<file path="src/rtl/cacheline_adapter_pkg.sv">
// Shared widths and FSM state type for the cacheline adapter.
package cacheline_adapter_pkg;
  localparam int LINE_W      = 256;
  localparam int BEAT_W      = 64;
  localparam int BEATS       = LINE_W / BEAT_W;
  localparam int BEAT_IDX_W  = $clog2(BEATS);
  localparam int BEAT_SH     = $clog2(BEAT_W);
  localparam int LINE_IDX_W  = $clog2(LINE_W);
  localparam int OFFSET_BITS = 5;

  typedef enum logic [2:0] {
    IDLE,
    RD_REQ,
    RD_BEATS,
    WR_BEATS,
    RESP
  } adapter_state_t;
endpackage

</file>
<file path="src/rtl/cacheline_adapter_beat_ctr.sv">
// Beat index counter shared by the read-assembly and write-serialisation paths.
module adapter_beat_ctr
  import cacheline_adapter_pkg::*;
(
  input  logic                  clk,
  input  logic                  rst,
  input  logic                  clr,
  input  logic                  inc,
  output logic [BEAT_IDX_W-1:0] count,
  output logic                  last_beat
);

  always_ff @(posedge clk or negedge rst) begin
    if (!rst) begin
      count <= '0;
    end else if (clr) begin
      count <= '0;
    end else if (inc) begin
      count <= count + 1'b1;
    end
  end

  assign last_beat = (count == BEAT_IDX_W'(BEATS - 1));

endmodule

</file>
<file path="src/rtl/cacheline_adapter.sv">
// One-line-at-a-time bridge from the cache dfp port to a 64-bit, 4-beat burst memory.
// Optional CACHELINE_ADAPTER_PERF_EN adds saturating read/write completion counters.
module cacheline_adapter
  import cacheline_adapter_pkg::*;
(
  input  logic              clk,
  input  logic              rst,
  input  logic [31:0]       dfp_addr,
  input  logic              dfp_read,
  input  logic              dfp_write,
  input  logic [LINE_W-1:0] dfp_wdata,
  output logic [LINE_W-1:0] dfp_rdata,
  output logic              dfp_resp,
  output logic [31:0]       bmem_addr,
  output logic              bmem_read,
  output logic              bmem_write,
  output logic [BEAT_W-1:0] bmem_wdata,
  input  logic              bmem_ready,
  input  logic [BEAT_W-1:0] bmem_rdata,
  input  logic              bmem_rvalid
`ifdef CACHELINE_ADAPTER_PERF_EN
  ,
  output logic [31:0]       perf_rd_cnt,
  output logic [31:0]       perf_wr_cnt
`endif
);

  adapter_state_t state, state_next;

  logic [31-OFFSET_BITS:0]       line_addr;
  logic [LINE_W-1:0]             wline;
  logic [LINE_W-BEAT_W-1:0]      rbuf;
  logic [BEAT_IDX_W-1:0]         beat_ctr;
  logic [LINE_IDX_W-1:0]         beat_base;
  logic                          last_beat;
  logic                          ctr_clr;
  logic                          ctr_inc;
  logic                          addr_offset_unused;

  assign addr_offset_unused = ^dfp_addr[OFFSET_BITS-1:0];

  adapter_beat_ctr u_beat_ctr (
    .clk       (clk),
    .rst       (rst),
    .clr       (ctr_clr),
    .inc       (ctr_inc),
    .count     (beat_ctr),
    .last_beat (last_beat)
  );

  assign beat_base = {beat_ctr, {BEAT_SH{1'b0}}};

  always_ff @(posedge clk or negedge rst) begin
    if (!rst) begin
      state <= IDLE;
    end else begin
      state <= state_next;
    end
  end

  always_comb begin
    state_next = state;
    ctr_clr    = 1'b0;
    ctr_inc    = 1'b0;
    bmem_read  = 1'b0;
    bmem_write = 1'b0;
    dfp_resp   = 1'b0;
    unique case (state)
      IDLE: begin
        ctr_clr = 1'b1;
        // Write has priority so a malformed read+write request still leaves memory consistent.
        if (dfp_write) begin
          state_next = WR_BEATS;
        end else if (dfp_read) begin
          state_next = RD_REQ;
        end
      end
      RD_REQ: begin
        bmem_read = 1'b1;
        if (bmem_ready) begin
          ctr_clr    = 1'b1;
          state_next = RD_BEATS;
        end
      end
      RD_BEATS: begin
        if (bmem_rvalid) begin
          ctr_inc = 1'b1;
          if (last_beat) begin
            state_next = RESP;
          end
        end
      end
      WR_BEATS: begin
        bmem_write = 1'b1;
        if (bmem_ready) begin
          ctr_inc = 1'b1;
          if (last_beat) begin
            state_next = RESP;
          end
        end
      end
      RESP: begin
        dfp_resp   = 1'b1;
        state_next = IDLE;
      end
      default: begin
        state_next = IDLE;
      end
    endcase
  end

  assign bmem_addr  = {line_addr, {OFFSET_BITS{1'b0}}};
  assign bmem_wdata = bmem_write ? wline[beat_base +: BEAT_W] : '0;

  // The last beat goes straight into dfp_rdata so the previous line stays visible until then.
  always_ff @(posedge clk or negedge rst) begin
    if (!rst) begin
      line_addr <= '0;
      wline     <= '0;
      rbuf      <= '0;
      dfp_rdata <= '0;
    end else begin
      if (state == IDLE && (dfp_write || dfp_read)) begin
        line_addr <= dfp_addr[31:OFFSET_BITS];
      end
      if (state == IDLE && dfp_write) begin
        wline <= dfp_wdata;
      end
      if (state == RD_BEATS && bmem_rvalid) begin
        if (last_beat) begin
          dfp_rdata <= {bmem_rdata, rbuf};
        end else begin
          rbuf[beat_base +: BEAT_W] <= bmem_rdata;
        end
      end
    end
  end

`ifdef CACHELINE_ADAPTER_PERF_EN
  logic rd_op;

  always_ff @(posedge clk or negedge rst) begin
    if (!rst) begin
      rd_op       <= 1'b0;
      perf_rd_cnt <= '0;
      perf_wr_cnt <= '0;
    end else begin
      if (state == IDLE) begin
        rd_op <= dfp_read && !dfp_write;
      end
      if (state == RESP) begin
        if (rd_op && perf_rd_cnt != 32'hFFFF_FFFF) begin
          perf_rd_cnt <= perf_rd_cnt + 32'd1;
        end
        if (!rd_op && perf_wr_cnt != 32'hFFFF_FFFF) begin
          perf_wr_cnt <= perf_wr_cnt + 32'd1;
        end
      end
    end
  end
`endif

  assert property (@(posedge clk) disable iff (!rst)
                   !(state == IDLE && dfp_read && dfp_write))
    else $warning("cacheline_adapter: dfp_read and dfp_write both high, write serviced");

  assert property (@(posedge clk) disable iff (!rst)
                   !(bmem_rvalid && state != RD_BEATS))
    else $warning("cacheline_adapter: bmem_rvalid outside read burst ignored");

endmodule
</file>
<file path="config.mk">
export PLATFORM = sky130hd
export DESIGN_NAME = cacheline_adapter
export DESIGN_NICKNAME = d
export VERILOG_FILES = /design/src/rtl/cacheline_adapter_pkg.sv /design/src/rtl/cacheline_adapter_beat_ctr.sv /design/src/rtl/cacheline_adapter.sv
export SDC_FILE = /design/constraint.sdc
export NUM_CORES = 1
export LEC_CHECK = 0
export BUFFER_PORTS_ARGS = -buffer_cell sky130_fd_sc_hd__buf_2
export CORE_MARGIN = 2
export CORE_UTILIZATION = 32
export DETAILED_ROUTE_END_ITERATION = 7
export MAX_ROUTING_LAYER = met4
export SETUP_SLACK_MARGIN = 0.5
export SLEW_MARGIN = 30
export SYNTH_ARGS = -nofsm -noshare
export SYNTH_HDL_FRONTEND = slang
export SYNTH_HIERARCHICAL = 1
export SYNTH_SLANG_ARGS = --single-unit
</file>
<file path="constraint.sdc">
create_clock -name clk -period 3.15 [get_ports clk]
set_input_delay 0.1575 -clock clk [delete_from_list [all_inputs] [get_ports clk]]
set_output_delay 0.1575 -clock clk [all_outputs]
set_load 0.02 [all_outputs]
</file>
# Word level (Yosys, flattened, before mapping)
# Index checks and enable logic that the tools add are counted.
[op_classes]
n_addsub = 2
n_eq_ne = 9
shifts = 3
mux = 18
bitwise_logic = 1
n_reduce_logical = 9
[ops]
columns = ["op", "n"]
rows = [
  ["$shiftx 256x9->64", 1],
  ["$bwmux 192", 1],
  ["$shift 64x10->192 const A", 1],
  ["$shiftx 64x10->192", 1],
  ["$mux 64", 1],
  ["$mux 3", 6],
  ["$pmux 3 s4", 1],
  ["$neg 8->10", 1],
  ["$eq 3x2->1 const B", 2],
  ["$ne 2x2->1 const B", 3],
  ["$mux 1", 5],
  ["$mux 2", 2],
  ["$pmux 1 s2", 2],
  ["$reduce_and 2->1", 2],
  ["$reduce_and 4->1", 1],
  ["$eq 3x1->1 const B", 1],
  ["$eq 3x3->1 const B", 1],
  ["$logic_and 1x1->1", 3],
  ["$logic_not 3->1", 1],
  ["$ne 3x3->1 const B", 1],
  ["$add 2x1->2 const B", 1],
  ["$eq 2x2->1 const B", 1],
  ["$reduce_bool 2->1", 1],
  ["$logic_or 1x1->1", 1],
  ["$not 1->1", 1],
]
[word_totals]
register_bits = 736
in_bits = 358
out_inout_bits = 355
word_cells = 48

# Depth between registers and ports, before layout
[depth]
ltp_word = 4
depth_mapped = 10
depth_no_buf = 5

# By module
# The synthesis kept the hierarchy.
[modules_own_cells]
columns = ["mod", "n_inst", "cells_per_inst", "area_each_um2", "seq_area_each_um2"]
rows = [
  ["cacheline_adapter", 1, 2144, 31770.5, 18367.6],
  ["adapter_beat_ctr", 1, 7, 88.8, 50.0],
]

# Worst setup path after synthesis
# Ideal clock, no wire load.
[synth_timing]
kind = "register to register"
startpoint = "register u_beat_ctr.count[1]"
endpoint = "register rbuf[100]"
setup_time_ns = 0.079
arrival_ns = 2.074
required_time_ns = 3.071
setup_slack_ns = 0.996
stages_incl_launch_ff = 10
path_buffers = 4
period_less_slack_ns = 2.154
path_cell_list = "dfrtp_1 buf_2 buf_1 inv_1 ha_1 and3b_1 buf_4 clkbuf_1 nand2_1 mux2i_1"
[synth_between]
elab_chain_cells = 3
word_cells_on_any_way = 7
cone_classes = "add/sub (1); eq/ne (1); shift (2); mux (1); bitwise (1); reduce/logical (1)"
[synth_lines]
columns = ["element", "line_no", "text"]
rows = [
  ["start: declaration", "cacheline_adapter_beat_ctr.sv:9", "output logic [BEAT_IDX_W-1:0] count,"],
  ["start signal: assignment", "cacheline_adapter_beat_ctr.sv:19", "count <= count + 1'b1;"],
  ["$neg 8->10 or $eq 2x2->1 (tied branches)", "cacheline_adapter.sv:133, cacheline_adapter_beat_ctr.sv:23", ""],
  ["$shiftx 64x10->192 (tied with other cells)", "cacheline_adapter.sv:133", "rbuf[beat_base +: BEAT_W] <= bmem_rdata;"],
  ["$bwmux 192 or $reduce_and 2->1 (tied branches)", "n/a", ""],
  ["end signal: indexed assignment", "cacheline_adapter.sv:133", ""],
  ["end: declaration", "cacheline_adapter.sv:32", "logic [LINE_W-BEAT_W-1:0] rbuf;"],
]
# Parallel ways exist; a longest one is shown, timed or not.
# A chain may end at the register's enable or synchronous reset.

# Final worst setup path
[layout_timing]
startpoint = "register u_beat_ctr.count[1]"
endpoint = "output port bmem_wdata[44]"
[layout_between]
elab_chain_cells = 2
[layout_lines]
columns = ["element", "line_no", "text"]
rows = [
  ["$shiftx 256x9->64", "cacheline_adapter.sv:113", "assign bmem_wdata = bmem_write ? wline[beat_base +: BEAT_W] : '0;"],
  ["$mux 64", "cacheline_adapter.sv:113", ""],
  ["end: declaration", "cacheline_adapter.sv:17", "output logic [BEAT_W-1:0] bmem_wdata,"],
]
# Every way passes these cells.

==> run summary <==
The flow ran to the end, and the final reports show no timing, DRC or antenna violations. The critical path is of the flop to output port type. The die is 320 microns tall. Pre-CTS setup slack: 0.764 ns.

The element type at the critical path start was a flop. The detailed router placed 20600 vias in this run. In this run the critical register-to-register path is launched from u_beat_ctr/count[0].

The number of flip-flops and latches in the synthesized netlist is 736, and the total number of yosys warnings is 6. The logs give 37300 microns for the routed length on met1 and 22.2 nW for the static leakage. Across the run, the number of max-cap violations was 0. The synthesized netlist contains 33 unique library cells. For the setup TNS after final layout, the log shows 0 ns. Summed over all nets, the switching power comes to 15.1 mW. The worst setup path is captured at an output port. Final number of setup-violating endpoints: 0. The logs give 115 for the number of core rows and 3 for the H-tree level count.

Counting I/O delays and the setup requirement, the final critical path takes 2.56 ns. The tools report the destination of the worst register-to-register timing path as dfp_rdata[242]. The run gives 133000 microns as the global-route wire length before repair.

The capturing element of the worst setup path was bmem_wdata[44]. Summed over all nets, the half-perimeter wirelength after detailed placement is 57100 microns. Data on the critical path arrives at its endpoint at 2.40 ns. Buffers placed on the I/O ports in this run total 702. The tools report the DRC violation count after routing as 0. IR analysis of the VDD net gives a maximum drop of 0.000726 V. Setup slack on the critical path of the routed design comes to 0.590 ns. The logs give 391 MHz for the highest attainable clock frequency and 4960 microns for the total met3 wirelength after detailed routing.

For the post-synthesis cell count, the log shows 2151. Entering global routing, the biggest net connects 84 pins. Setup repair after global routing could not meet its margin everywhere.

The run gives 0.578 as the portion of the post-synthesis area used by sequential elements. The tools report the final net count as 3599. After detailed routing, the number of vias per cell comes to 4.47.

The logs give 43.3 mW for the overall power of the completed layout and 0.323 for the effective utilization at floorplan. For the global-route usage over all layers, the log shows 0.172. The first-pass iteration count of the detailed router was 4; the clock latency on the worst-skew pair was 0.64 ns. For the residual antenna-violating net count after detailed routing, the log shows 0.

The via count of the first global-routing pass is 22500, and the cell area after synthesis is 31900 sq um. The power share of the combinational group is 0.391, and the path depth of the worst reg2reg path is 6. In this run, CTS created clock tree buffers numbering 82. Reg2reg setup slack: 0.61 ns. For the relative slew slack, the log shows 0.420. The max-slew violation count was 0; the final-report hold violation count was 0.

For the last weighted congestion value of the routability-driven placer, the log shows 0.771. The die covers 102000 sq um. The share of post-route cells with drive strength above 1 works out to 0.461. Hold slack: 0.171 ns.

The deepest clock path buffer count was 3; the clock-pin slew of the registers on the worst-case setup and hold paths was 0.06 ns. The logs give 0.379 for the part of the total power dissipated in sequential elements and 0.0164 ns for the clock skew after layout. The final clock period utilization by the worst path was 0.813. The tree built by TritonCTS fans out to 736 sinks.

The internal portion of total power is 28.2 mW, and the growth of design area from synthesis to finish is 36.1%. For this run the aggregate overflow at the end of global routing stands at 0. 713 I/O pins were placed. Clock group share of total power: 0.230.

The root buffer cell chosen for the clock tree is clkbuf_16. After floorplanning, the core was sized to cover 98600 sq um. The switching share of power is 0.349. Along the worst path, the maximum fanout reaches 59. STA puts the critical path data required time at 2.99 ns.

In this run the worst setup path begins at u_beat_ctr/count[1]. The number of instances in the placed design is 4083, and the initial antenna violation count is 10. In this run the top signal layer used is met4. Mean area per synthesized cell: 14.8 sq um. TritonCTS built the clock tree. The path type of the worst min-delay path was input port to async pin. The worst-margin pin slew was 0.869 ns. Detailed routing placed a total of 41600 microns of wire on met2. For this run, the number of standard cells in the final layout without fillers is 4600. After detailed routing, the average wire length per cell comes to 18.7 microns. The starting DRC count in detailed routing was 962.

Summed over all layers, the routed wires come to 85900 microns. The floorplan die width came out at 320 microns. The power density over the cells was 999 nW/um^2.
-- worst max-delay path, stage by stage (launching register included) --
cell and delay [ns]:
dfrtp_4 0.54, buf_16 0.31, mux4_2 0.27, nor2b_1 0.32
buf_2 0.24
-- synthesized netlist by cell type --
library cell	n	share of area
nand3b_1	4	0.00094
nor2_1	4	0.00047
and4bb_4	1	0.00051
buf_6	53	0.019
and3b_1	1	0.00027
mux2i_1	193	0.061
ha_1	5	0.0020
buf_4	28	0.0066
nor3_2	1	0.00031
conb_1	1	0.00012
mux4_2	64	0.045
dfrtp_1	736	0.58
buf_1	1	0.00012
and2_1	2	0.00039
buf_8	1	0.00047
clkbuf_2	1	0.00016
a211oi_1	1	0.00024
nand2_4	1	0.00035
mux2_2	315	0.11
or2_2	1	0.00020
o22ai_1	1	0.00020
nor3b_1	3	0.00071
mux2_4	220	0.10
o21a_1	2	0.00047
buf_2	28	0.0044
nand2b_1	3	0.00059
clkbuf_1	18	0.0021
mux2_1	4	0.0014
inv_1	196	0.023
a21oi_1	3	0.00047
nor2b_1	64	0.013
xnor2_1	1	0.00027
nand2_1	194	0.023
-- sequential cells by signal, summed over array words and instances, names as in the netlist --
signal / flops
dfp_rdata: 256
line_addr: 27
rbuf: 192
state: 3
u_beat_ctr/count: 2
wline: 256
-- cell usage in the layout, fill, tap and decap left out, types with 13 or more instances in the layout --
cell,instances
buf_12,29
buf_2,701
buf_4,40
clkbuf_1,13
clkbuf_16,86
clkbuf_8,25
clkinv_2,16
dfrtp_1,734
dlygate4sd3_1,352
inv_1,196
mux2_2,315
mux2_4,220
mux2i_1,193
mux4_2,64
nand2_1,194
nor2b_1,64
-- power by group through the flow --
stage	clock network, mW	registers, mW	logic (mW)
2_1_floorplan	0	17.8	9.57
3_3_place_gp	0	16.4	16.3
3_5_place_dp	0	16.5	16.5
4_1_cts	10.2	16.4	17.1
5_1_grt	10.6	16.9	18.2
6_report	9.96	16.4	16.9
-- stage by stage --
step	utilization	area [sq um]
2_1_floorplan	-	31900
3_3_place_gp	0.374	36900
3_5_place_dp	0.374	36900
4_1_cts	0.439	43300
5_1_grt	0.440	43400
6_report	0.440	43400
-- final cells by class --
type	count	area [sq um]
clock buffers	123	2520
clock inverters	28	312
well taps	1287	1610
inverters	196	736
flip-flops and latches	736	18400
diodes	10	25.0
repair buffers	1127	8040
fillers	8786	55200
multi-input cells	1093	11700
-- how the worst min path moves through the flow --
stage,start,end,slack (ns),cells after the start
after floorplan,rst,dfp_rdata[0],-0.14,0
after global placement,rst,dfp_rdata[154],0.26,1
after detailed placement,rst,dfp_rdata[154],0.27,1
after CTS,rst,rbuf[19],0.15,2
after global routing,rst,dfp_rdata[154],0.19,2
final,rst,dfp_rdata[154],0.17,2
-- layer usage --
metal,up-vias,GRT usage
li1,9451,-
met1,10400,0.213
met2,592,0.279
met3,117,0.0393
met4,0,0.0541
met5,-,-
-- logic make-up after synthesis --
logic type / after synthesis / synth area share
AOI/OAI and AO/OA: 7 / 0.00137
xor gates and xnor gates: 1 / 0.000275
adders and majority gates: 5 / 0.00196
buffers and inverters: 326 / 0.0557
DFF: 736 / 0.578
muxes: 796 / 0.322
other: 1 / 0.000118
and+or+nand+nor: 279 / 0.0402
-- repair_timing --
item / CTS / global route
resized for setup: 2 / 1
endpoints found under the setup margin: 59 / 5
setup buffers: 2 / 0
hold buffers: 352 / 0
gates cloned: 1 / 1
endpoints found under the hold margin: 605 / 0
pin swaps: 0 / 0
Note: power is estimated with default switching activity, not from simulation.
